==> src/rtl/cluster_pwr_pkg.sv <==
`default_nettype none
// ============================================================================
// Module   : cluster_pwr_pkg
// Brief    : State encoding, output bundle and default timings for the cluster
//            power sequencer.
// Revision : 1.0
// ============================================================================
package cluster_pwr_pkg;

  localparam int unsigned C_SW_WAIT_CYCLES_DEF = 16;
  localparam int unsigned C_STEP_CYCLES_DEF    = 4;
  localparam int unsigned C_TIMEOUT_CYCLES_DEF = 255;

  localparam logic [3:0] C_ST_OFF    = 4'd0;
  localparam logic [3:0] C_ST_SW_UP  = 4'd1;
  localparam logic [3:0] C_ST_ISO_UP = 4'd2;
  localparam logic [3:0] C_ST_RST_UP = 4'd3;
  localparam logic [3:0] C_ST_ON     = 4'd4;
  localparam logic [3:0] C_ST_CLK_DN = 4'd5;
  localparam logic [3:0] C_ST_RST_DN = 4'd6;
  localparam logic [3:0] C_ST_ISO_DN = 4'd7;
  localparam logic [3:0] C_ST_SW_DN  = 4'd8;

  typedef enum logic [3:0] {
    ST_OFF    = C_ST_OFF,
    ST_SW_UP  = C_ST_SW_UP,
    ST_ISO_UP = C_ST_ISO_UP,
    ST_RST_UP = C_ST_RST_UP,
    ST_ON     = C_ST_ON,
    ST_CLK_DN = C_ST_CLK_DN,
    ST_RST_DN = C_ST_RST_DN,
    ST_ISO_DN = C_ST_ISO_DN,
    ST_SW_DN  = C_ST_SW_DN
  } cluster_pwr_state_e;

  typedef struct packed {
    logic ack;
    logic busy;
    logic sw_en;
    logic clamp;
    logic rst_n;
    logic clk_en;
  } cluster_pwr_out_t;

  // Every output is a pure function of the state being entered, so the
  // registered outputs are loaded from the next state on each edge.
  function automatic cluster_pwr_out_t pwr_outputs(cluster_pwr_state_e st);
    cluster_pwr_out_t o;
    o = '{ack: 1'b0, busy: 1'b0, sw_en: 1'b0, clamp: 1'b1, rst_n: 1'b0, clk_en: 1'b0};
    case (st)
      ST_SW_UP:  o = '{ack: 1'b0, busy: 1'b1, sw_en: 1'b1, clamp: 1'b1, rst_n: 1'b0, clk_en: 1'b0};
      ST_ISO_UP: o = '{ack: 1'b0, busy: 1'b1, sw_en: 1'b1, clamp: 1'b0, rst_n: 1'b0, clk_en: 1'b0};
      ST_RST_UP: o = '{ack: 1'b0, busy: 1'b1, sw_en: 1'b1, clamp: 1'b0, rst_n: 1'b1, clk_en: 1'b0};
      ST_ON:     o = '{ack: 1'b1, busy: 1'b0, sw_en: 1'b1, clamp: 1'b0, rst_n: 1'b1, clk_en: 1'b1};
      ST_CLK_DN: o = '{ack: 1'b1, busy: 1'b1, sw_en: 1'b1, clamp: 1'b0, rst_n: 1'b1, clk_en: 1'b0};
      ST_RST_DN: o = '{ack: 1'b1, busy: 1'b1, sw_en: 1'b1, clamp: 1'b0, rst_n: 1'b0, clk_en: 1'b0};
      ST_ISO_DN: o = '{ack: 1'b1, busy: 1'b1, sw_en: 1'b1, clamp: 1'b1, rst_n: 1'b0, clk_en: 1'b0};
      ST_SW_DN:  o = '{ack: 1'b1, busy: 1'b1, sw_en: 1'b0, clamp: 1'b1, rst_n: 1'b0, clk_en: 1'b0};
      default:   o = '{ack: 1'b0, busy: 1'b0, sw_en: 1'b0, clamp: 1'b1, rst_n: 1'b0, clk_en: 1'b0};
    endcase
    return o;
  endfunction

endpackage
`default_nettype wire

==> src/rtl/cluster_pwr_sync.sv <==
`default_nettype none
// ============================================================================
// Module   : cluster_pwr_sync
// Brief    : Two-flop synchronizer, resets to 0.
// Revision : 1.0
// ============================================================================
module cluster_pwr_sync (
  input  logic clk_i,
  input  logic rst_ni,
  input  logic d_i,
  output logic q_o
);

  logic r_meta;
  logic r_sync;

  always_ff @(posedge clk_i or negedge rst_ni) begin
    if (!rst_ni) begin
      r_meta <= 1'b0;
      r_sync <= 1'b0;
    end else begin
      r_meta <= d_i;
      r_sync <= r_meta;
    end
  end

  assign q_o = r_sync;

endmodule
`default_nettype wire

==> src/rtl/cluster_pwr_sequencer.sv <==
`default_nettype none
// ============================================================================
// Module   : cluster_pwr_sequencer
// Brief    : Ordered power-switch / clamp / reset / clock sequencing for the
//            cluster. Define CLUSTER_PWR_SW_ACK_EN to wait on the switch ack.
// Revision : 1.0
// ============================================================================
module cluster_pwr_sequencer
  import cluster_pwr_pkg::*;
#(
  parameter int unsigned DLY_W          = 8,
  parameter int unsigned SW_WAIT_CYCLES = C_SW_WAIT_CYCLES_DEF,
  parameter int unsigned STEP_CYCLES    = C_STEP_CYCLES_DEF,
  parameter int unsigned TIMEOUT_CYCLES = C_TIMEOUT_CYCLES_DEF
) (
  input  logic clk_i,
  input  logic rst_ni,
  input  logic pwr_req_i,
  output logic pwr_ack_o,
  output logic pwr_busy_o,
  output logic pwr_sw_en_o,
  input  logic pwr_sw_ack_i,
  output logic clamp_o,
  output logic cluster_rst_no,
  output logic cluster_clk_en_o,
  output logic err_o
);

  if (STEP_CYCLES < 1) begin : g_chk_step
    $error("cluster_pwr_sequencer: STEP_CYCLES must be at least 1");
  end
  if ((SW_WAIT_CYCLES < 1) || (SW_WAIT_CYCLES > (2**DLY_W) - 1)) begin : g_chk_sw_wait
    $error("cluster_pwr_sequencer: SW_WAIT_CYCLES does not fit in DLY_W");
  end
  if (TIMEOUT_CYCLES > (2**DLY_W) - 1) begin : g_chk_timeout
    $error("cluster_pwr_sequencer: TIMEOUT_CYCLES does not fit in DLY_W");
  end

  localparam logic [DLY_W-1:0] C_STEP_LAST = DLY_W'(STEP_CYCLES - 1);

  cluster_pwr_state_e r_state;
  cluster_pwr_state_e w_state_nxt;
  cluster_pwr_out_t   r_out;
  logic [DLY_W-1:0]   r_cnt;
  logic               r_err;
  logic               w_err_nxt;
  logic               w_step_done;
  logic               w_sw_up_done;
  logic               w_sw_dn_done;
  logic               w_sw_timeout;

  assign w_step_done = (r_cnt == C_STEP_LAST);

`ifdef CLUSTER_PWR_SW_ACK_EN
  // Fires on the edge where the counter steps onto TIMEOUT_CYCLES-1.
  localparam logic [DLY_W-1:0] C_TO_HIT =
    DLY_W'((TIMEOUT_CYCLES >= 2) ? (TIMEOUT_CYCLES - 2) : 0);

  logic w_ack_sync;

  cluster_pwr_sync u_ack_sync (
    .clk_i  (clk_i),
    .rst_ni (rst_ni),
    .d_i    (pwr_sw_ack_i),
    .q_o    (w_ack_sync)
  );

  assign w_sw_up_done = w_ack_sync;
  assign w_sw_dn_done = !w_ack_sync;
  assign w_sw_timeout = (r_cnt == C_TO_HIT);
`else
  localparam logic [DLY_W-1:0] C_SW_LAST = DLY_W'(SW_WAIT_CYCLES - 1);

  logic w_unused_sw_ack;
  assign w_unused_sw_ack = pwr_sw_ack_i;

  assign w_sw_up_done = (r_cnt == C_SW_LAST);
  assign w_sw_dn_done = (r_cnt == C_SW_LAST);
  assign w_sw_timeout = 1'b0;
`endif

  always_comb begin
    w_state_nxt = r_state;
    w_err_nxt   = r_err;
    case (r_state)
      ST_OFF: begin
        if (!pwr_req_i) begin
          w_err_nxt = 1'b0;
        end else if (!r_err) begin
          w_state_nxt = ST_SW_UP;
        end
      end
      ST_SW_UP: begin
        if (w_sw_up_done) begin
          w_state_nxt = ST_ISO_UP;
        end else if (w_sw_timeout) begin
          w_err_nxt   = 1'b1;
          w_state_nxt = ST_OFF;
        end
      end
      ST_ISO_UP: if (w_step_done) w_state_nxt = ST_RST_UP;
      ST_RST_UP: if (w_step_done) w_state_nxt = ST_ON;
      ST_ON:     if (!pwr_req_i)  w_state_nxt = ST_CLK_DN;
      ST_CLK_DN: if (w_step_done) w_state_nxt = ST_RST_DN;
      ST_RST_DN: if (w_step_done) w_state_nxt = ST_ISO_DN;
      ST_ISO_DN: if (w_step_done) w_state_nxt = ST_SW_DN;
      ST_SW_DN: begin
        if (w_sw_dn_done) begin
          w_state_nxt = ST_OFF;
        end else if (w_sw_timeout) begin
          w_err_nxt   = 1'b1;
          w_state_nxt = ST_OFF;
        end
      end
      default: w_state_nxt = ST_OFF;
    endcase
  end

  always_ff @(posedge clk_i or negedge rst_ni) begin
    if (!rst_ni) begin
      r_state <= ST_OFF;
      r_cnt   <= '0;
      r_err   <= 1'b0;
      r_out   <= pwr_outputs(ST_OFF);
    end else begin
      r_state <= w_state_nxt;
      r_cnt   <= (w_state_nxt != r_state) ? '0 : r_cnt + 1'b1;
      r_err   <= w_err_nxt;
      r_out   <= pwr_outputs(w_state_nxt);
    end
  end

  assign pwr_ack_o        = r_out.ack;
  assign pwr_busy_o       = r_out.busy;
  assign pwr_sw_en_o      = r_out.sw_en;
  assign clamp_o          = r_out.clamp;
  assign cluster_rst_no   = r_out.rst_n;
  assign cluster_clk_en_o = r_out.clk_en;
  assign err_o            = r_err;

endmodule
`default_nettype wire

==> config.mk <==
export PLATFORM = sky130hd
export DESIGN_NAME = cluster_pwr_sequencer
export DESIGN_NICKNAME = d
export VERILOG_FILES = /design/src/rtl/cluster_pwr_pkg.sv /design/src/rtl/cluster_pwr_sync.sv /design/src/rtl/cluster_pwr_sequencer.sv
export SDC_FILE = /design/constraint.sdc
export NUM_CORES = 1
export LEC_CHECK = 0
export CORE_MARGIN = 4
export CORE_UTILIZATION = 25
export CTS_BUF_LIST = sky130_fd_sc_hd__clkbuf_2
export DETAILED_ROUTE_END_ITERATION = 8
export GPL_TIMING_DRIVEN = 0
export HOLD_SLACK_MARGIN = 0.08
export PLACE_DENSITY_LB_ADDON = 0.3
export SETUP_SLACK_MARGIN = 0.3
export SLEW_MARGIN = 20
export SYNTH_ARGS = -nofsm -noshare
export SYNTH_HDL_FRONTEND = slang
export SYNTH_SLANG_ARGS = --single-unit
==> constraint.sdc <==
create_clock -name clk_i -period 4.1 [get_ports clk_i]
set_input_delay 0.615 -clock clk_i [delete_from_list [all_inputs] [get_ports clk_i]]
set_output_delay 0.615 -clock clk_i [all_outputs]
set_load 0.1 [all_outputs]
* Yosys cells after proc, flatten, opt, wreduce, memory -nomap -nowiden *
Memories as Yosys holds them, arrays and structs flattened. A register that Yosys moved wholly into a read port is not among the register bits.
Index checks and enable logic that the tools add are counted.

storage, ports and cells
  bits in registers = 12
  bits in latches = 0
  RAM bits = 0
  ROM bits = 96
  input bits = 4
  memories kept = 1

cells by class
  add/subtract/negate cells = 1
  multiply operators = 0
  div/mod/pow operators = 0
  $lt $le $gt $ge = 0
  eq/ne operators = 11
  shifts and indexed selects = 0
  multiplexer cells = 11
  bitwise operators = 0
  reduce and logical (&&, ||, !) cells = 2

memories
  memory            depth  bits a word  rd ports  clocked after Yosys merged registers in  write ports  line                   RTL
  (name not given)  16     6            1         1                                        0            cluster_pwr_pkg.sv:50  case (st)

operators by type and width
  operator                                                          count
  4-bit two-way mux                                                 9
  4-bit case mux with 9 select lines                                1
  4-bit by 3-bit == test with 1-bit output (second input constant)  4
  8-bit by 1-bit adder with 8-bit output (second input constant)    1
  4-bit by 2-bit == test with 1-bit output (second input constant)  2
  8-bit by 2-bit == test with 1-bit output (second input constant)  1
  8-bit by 4-bit == test with 1-bit output (second input constant)  1
  8-bit two-way mux                                                 1
  4-bit by 1-bit == test with 1-bit output (second input constant)  1
  4-bit == test (second input constant)                             1
  4-bit logical NOT                                                 1
  4-bit != test                                                     1
  1-bit logical NOT                                                 1

* Logic depth before layout (Yosys ltp) *
  depth in word-level cells = 5
  depth in mapped cells = 6

* Worst setup path before layout *
No wires, ideal clock.

  path type = reg-to-reg
  start = register r_cnt[4]
  end = register pwr_busy_o (netlist name)
  library setup time = 0.134 ns
  arrival time = 1.835 ns
  data required time = 3.966 ns
  slack = 2.131 ns
  cell stages (with the launch flop) = 7
  period minus slack after synthesis = 1.969 ns
  cells stage by stage = dfrtp_1 or4_4 buf_6 o41ai_1 o31a_2 and4b_1 o21ai_1

between the ends
  longest elaborated chain between the ends = 3
  elaborated cells on any way between the ends = 10
  those cells by class = 2 x eq/ne; 8 x mux

ends and longest elaborated chain
  element                                                                                                      line                                                                                   RTL
  start, declared                                                                                              cluster_pwr_sequencer.sv:44                                                            logic [DLY_W-1:0] r_cnt;
  start signal, assigned                                                                                       cluster_pwr_sequencer.sv:127                                                           r_cnt <= (w_state_nxt != r_state) ? '0 : r_cnt + 1'b1;
  8-bit by 4-bit == test with 1-bit output / 8-bit by 2-bit == test with 1-bit output (equally long branches)  cluster_pwr_sequencer.sv:77, cluster_pwr_sequencer.sv:78, cluster_pwr_sequencer.sv:52
  4-bit two-way mux (tied with other cells)                                                                    cluster_pwr_sequencer.sv:108                                                           if (w_sw_dn_done) begin
  4-bit case mux with 9 select lines (*)                                                                       cluster_pwr_sequencer.sv:85                                                            case (r_state)

Every way passes the cells marked *; elsewhere a longest branch is shown, timed or not.

* Final worst setup path *
  start = register clamp_o (netlist name)
  end = output clamp_o

RTL lines
  element        line                         RTL
  end, declared  cluster_pwr_sequencer.sv:23  output logic clamp_o,

No word-level cell between the ends.

==> impl_results.md <==
* Startpoint class of the critical path: flip-flop
* Mean routed wirelength per cell at 13.22 um
* Top Family by Delay on Critical Path: buffers and inverters
* Largest net degree at the start of global routing at 19
* Clock insertion delay at the later pin of the skew report at 310 ps
* Wire length of the first global-routing pass at 3767 um
* Maximum capacitance violations at 0
* Vias in the first global route at 784
* Number of violations reported at the end of detailed-routing iteration 0 at 25
* Worst setup path class: reg2out
* Final hold slack at 495.3 ps
* Delay of the slowest critical-path stage at 1130 ps
* Setup-failing EPs final at 0
* DP HPWL at 1592 um
* Finished Cell Area at 0.001209 mm2
* CTS tree: yes
* Cell Area, Placed at 0.001190 mm2
* TritonCTS Buffers at 3
* Number of slew-limit violations in the final report at 0
* N_diodes at 0
* Static leakage at 0.4925 nW
* Critical path fanouts, max at 1
* Total area of multi-input combinational cells at 535.5 um2
* Worst max-slew margin expressed relative to the limit at 34.67%
* Core utilization of the finished layout at 30.00%
* RD Place Congestion at 0.7890
* Final period utilization at 64.00%
* Number of inserted filler cells in the final layout at 440
* Number of enable-type register cells in the synthesized netlist at 0
* Cell-by-cell listing of the critical path: clkdlybuf4s50_1
* Hold Buf Count CTS at 0
* Result of the run: complete, no violations
* Die ar. at 0.005288 mm2
* Share of the yosys chip area belonging to registers at 43.13%
* Minimum period implied by the final worst setup slack at 2624 ps
* Most used flip-flop cell after synthesis: sky130_fd_sc_hd__dfrtp_1
* Fraction of layout instances using a drive strength above 1 at 19.30%
* Hold Fails Final Rpt at 0
* Layout area overhead at 15.41%
* Final wirelength at 2168 um
* FF+latch area at 451.7 um2
* Int Power at 483.1 uW
* Crit path buffers/inverters at 1
* Setup slack after layout at 1476 ps
* Cell count after synthesis at 102
* Synthesis Warnings at 0
* Syn avg cell area at 10.27 um2
* Standard cell core area at 0.004029 mm2
* Crit path arrival time at 2010 ps
* Setup repair after global routing missed its margin: false
* Number of register bits inferred by synthesis at 18
* Buffers inserted by post-CTS timing repair at 0
* TritonCTS sink count at 18
* Total I/O pin count at 11
* Horizontal die dimension at 72.72 um
* Total power per unit cell area at 855.5 mW/mm2
* Start of the worst register-to-register path: r_cnt[0]$_DFF_PN0_
* Net count reported at finish at 120
* Portion of total power attributed to the clock network at 8.0%
* Required arrival time at the worst endpoint at 3480 ps
* CTS clk-pin slew, worst paths at 190 ps
* Final worst clock skew at 1.457 ps
* Final ANT Viol Nets at 0
* Final sum of negative setup slack at 0 ps
* Net count after synthesis at 107
* Post-cts resize count at 0
* DIE HEIGHT at 72.72 um
* DP Worst Slack at 1841 ps
* Critical-path cell with the highest stage delay: sky130_fd_sc_hd__clkdlybuf4s50_1
* Maximum buffer depth of the clock tree at 2
* Summed instance area of the synthesized netlist at 0.001047 mm2
* Number of iterations in the first detailed-routing pass at 4
* Most common library cell in the layout ignoring fill and taps: sky130_fd_sc_hd__dfrtp_1
* CP endpoint kind: output port
* Initial core utilization at 25.99%
* Worst Min Path Start: r_cnt[0]$_DFF_PN0_
* Comb pwr share at 65.5%
* Overall routing resource usage at 9.044%
* Root Driver: sky130_fd_sc_hd__clkbuf_2
* Cell row count at 23
* Net switching power at 550.9 uW
* Reg power frac at 26.5%
* Number of levels in the clock H-tree at 1
* Number of remaining DRC errors at 0
* Vias after detailed routing at 766
* Class of the most critical hold timing path: reg2reg
* Worst Setup SP: clamp_o$_DFF_PN1_
* Measured slew at the worst slew-check pin at 976.8 ps
* Mean number of vias per cell at 4.671
* Most frequent cells in the layout: sky130_fd_sc_hd__dfrtp_1, sky130_fd_sc_hd__nor2_1, sky130_fd_sc_hd__clkdlybuf4s50_1, sky130_fd_sc_hd__nand2_1, sky130_fd_sc_hd__nand3_1
* Number of antenna violations at the first check in global routing at 0
* Peak supply drop at 0.4117 mV
* Highest achievable clock rate at 381.1 MHz
* Number of buffers added on ports at 8
* Distinct cell type count of the synthesized netlist at 44
* Switching fraction of total power at 53.28%
* Share of flip-flops with an asynchronous set or reset after synthesis at 100.0%
* Aggregate global routing overflow at 0
[through the flow]
step | std cells | total power, mW
2_1_floorplan | 102 | 0.8225
3_3_place_gp | 160 | 0.9492
3_5_place_dp | 160 | 0.9609
4_1_cts | 164 | 1.044
5_1_grt | 164 | 1.109
6_report | 164 | 1.034
[cell type report]
class	count	share of cell area (%)
Multi-Input combinational cell	74	44.31
Timing Repair Buffer	8	6.625
Buffer	8	4.348
Inverter	2	0.6211
Clock inverter	1	0.3106
Clock buffer	3	1.242
Tap cell	50	5.176
Sequential cell	18	37.37
[state kept, by name, summed over array words and instances, names as in the netlist]
name / flops
pwr_ack_o: 1
r_state: 4
r_cnt: 8
pwr_sw_en_o: 1
cluster_rst_no: 1
clamp_o: 1
pwr_busy_o: 1
cluster_clk_en_o: 1
[cell families after synthesis]
family          count (synthesis)  synth area share, %
fa+ha+maj                       1                1.195
xor+xnor                        8                6.690
other cells                     1               0.3581
buf+inv                        10                5.734
flops                          18                43.13
simple gates                   44                26.17
mux                             3                2.867
compound gates                 17                13.86
[cell usage after synthesis (3+ instances only)]
cell	n	share of area, %
sky130_fd_sc_hd__nand2_1	7	2.5
sky130_fd_sc_hd__nor2_1	14	5.0
sky130_fd_sc_hd__xor2_1	4	3.3
sky130_fd_sc_hd__xnor2_1	4	3.3
sky130_fd_sc_hd__mux2i_1	3	2.9
sky130_fd_sc_hd__clkbuf_1	4	1.4
sky130_fd_sc_hd__dfrtp_1	17	41
sky130_fd_sc_hd__nor3_1	3	1.4
sky130_fd_sc_hd__nand3_1	5	2.4
[power by group through the flow]
stage / combinational, mW / clock [mW] / sequential, mW
2_1_floorplan: 0.368 / 0 / 0.455
3_5_place_dp: 0.682 / 0 / 0.279
4_1_cts: 0.684 / 0.0844 / 0.275
3_3_place_gp: 0.672 / 0 / 0.277
5_1_grt: 0.736 / 0.0916 / 0.281
6_report: 0.677 / 0.0827 / 0.274
[routing by layer]
layer  part of all wire, %  GRT usage (%)  vias to the layer above
li1                      -              -                      378
met1                    47          11.52                      383
met2                    50          15.23                        5
met3                   2.7          1.791                        0
met4                     0          3.074                        0
met5                     0              0                        -
[final timing paths]
kind	end	slack, ps	depth (start not counted)
worst max-delay path	clamp_o	1480	1
worst min register to register	r_cnt[0]$_DFF_PN0_	500	1
max in group asynchronous	cluster_rst_no$_DFF_PN0_	2850	1
min in group asynchronous	r_cnt[3]$_DFF_PN0_	750	1
worst min-delay path	r_cnt[0]$_DFF_PN0_	500	1
worst max register to register	pwr_busy_o$_DFF_PN0_	1810	6
No activity file was read; power rests on OpenSTA's default activity.
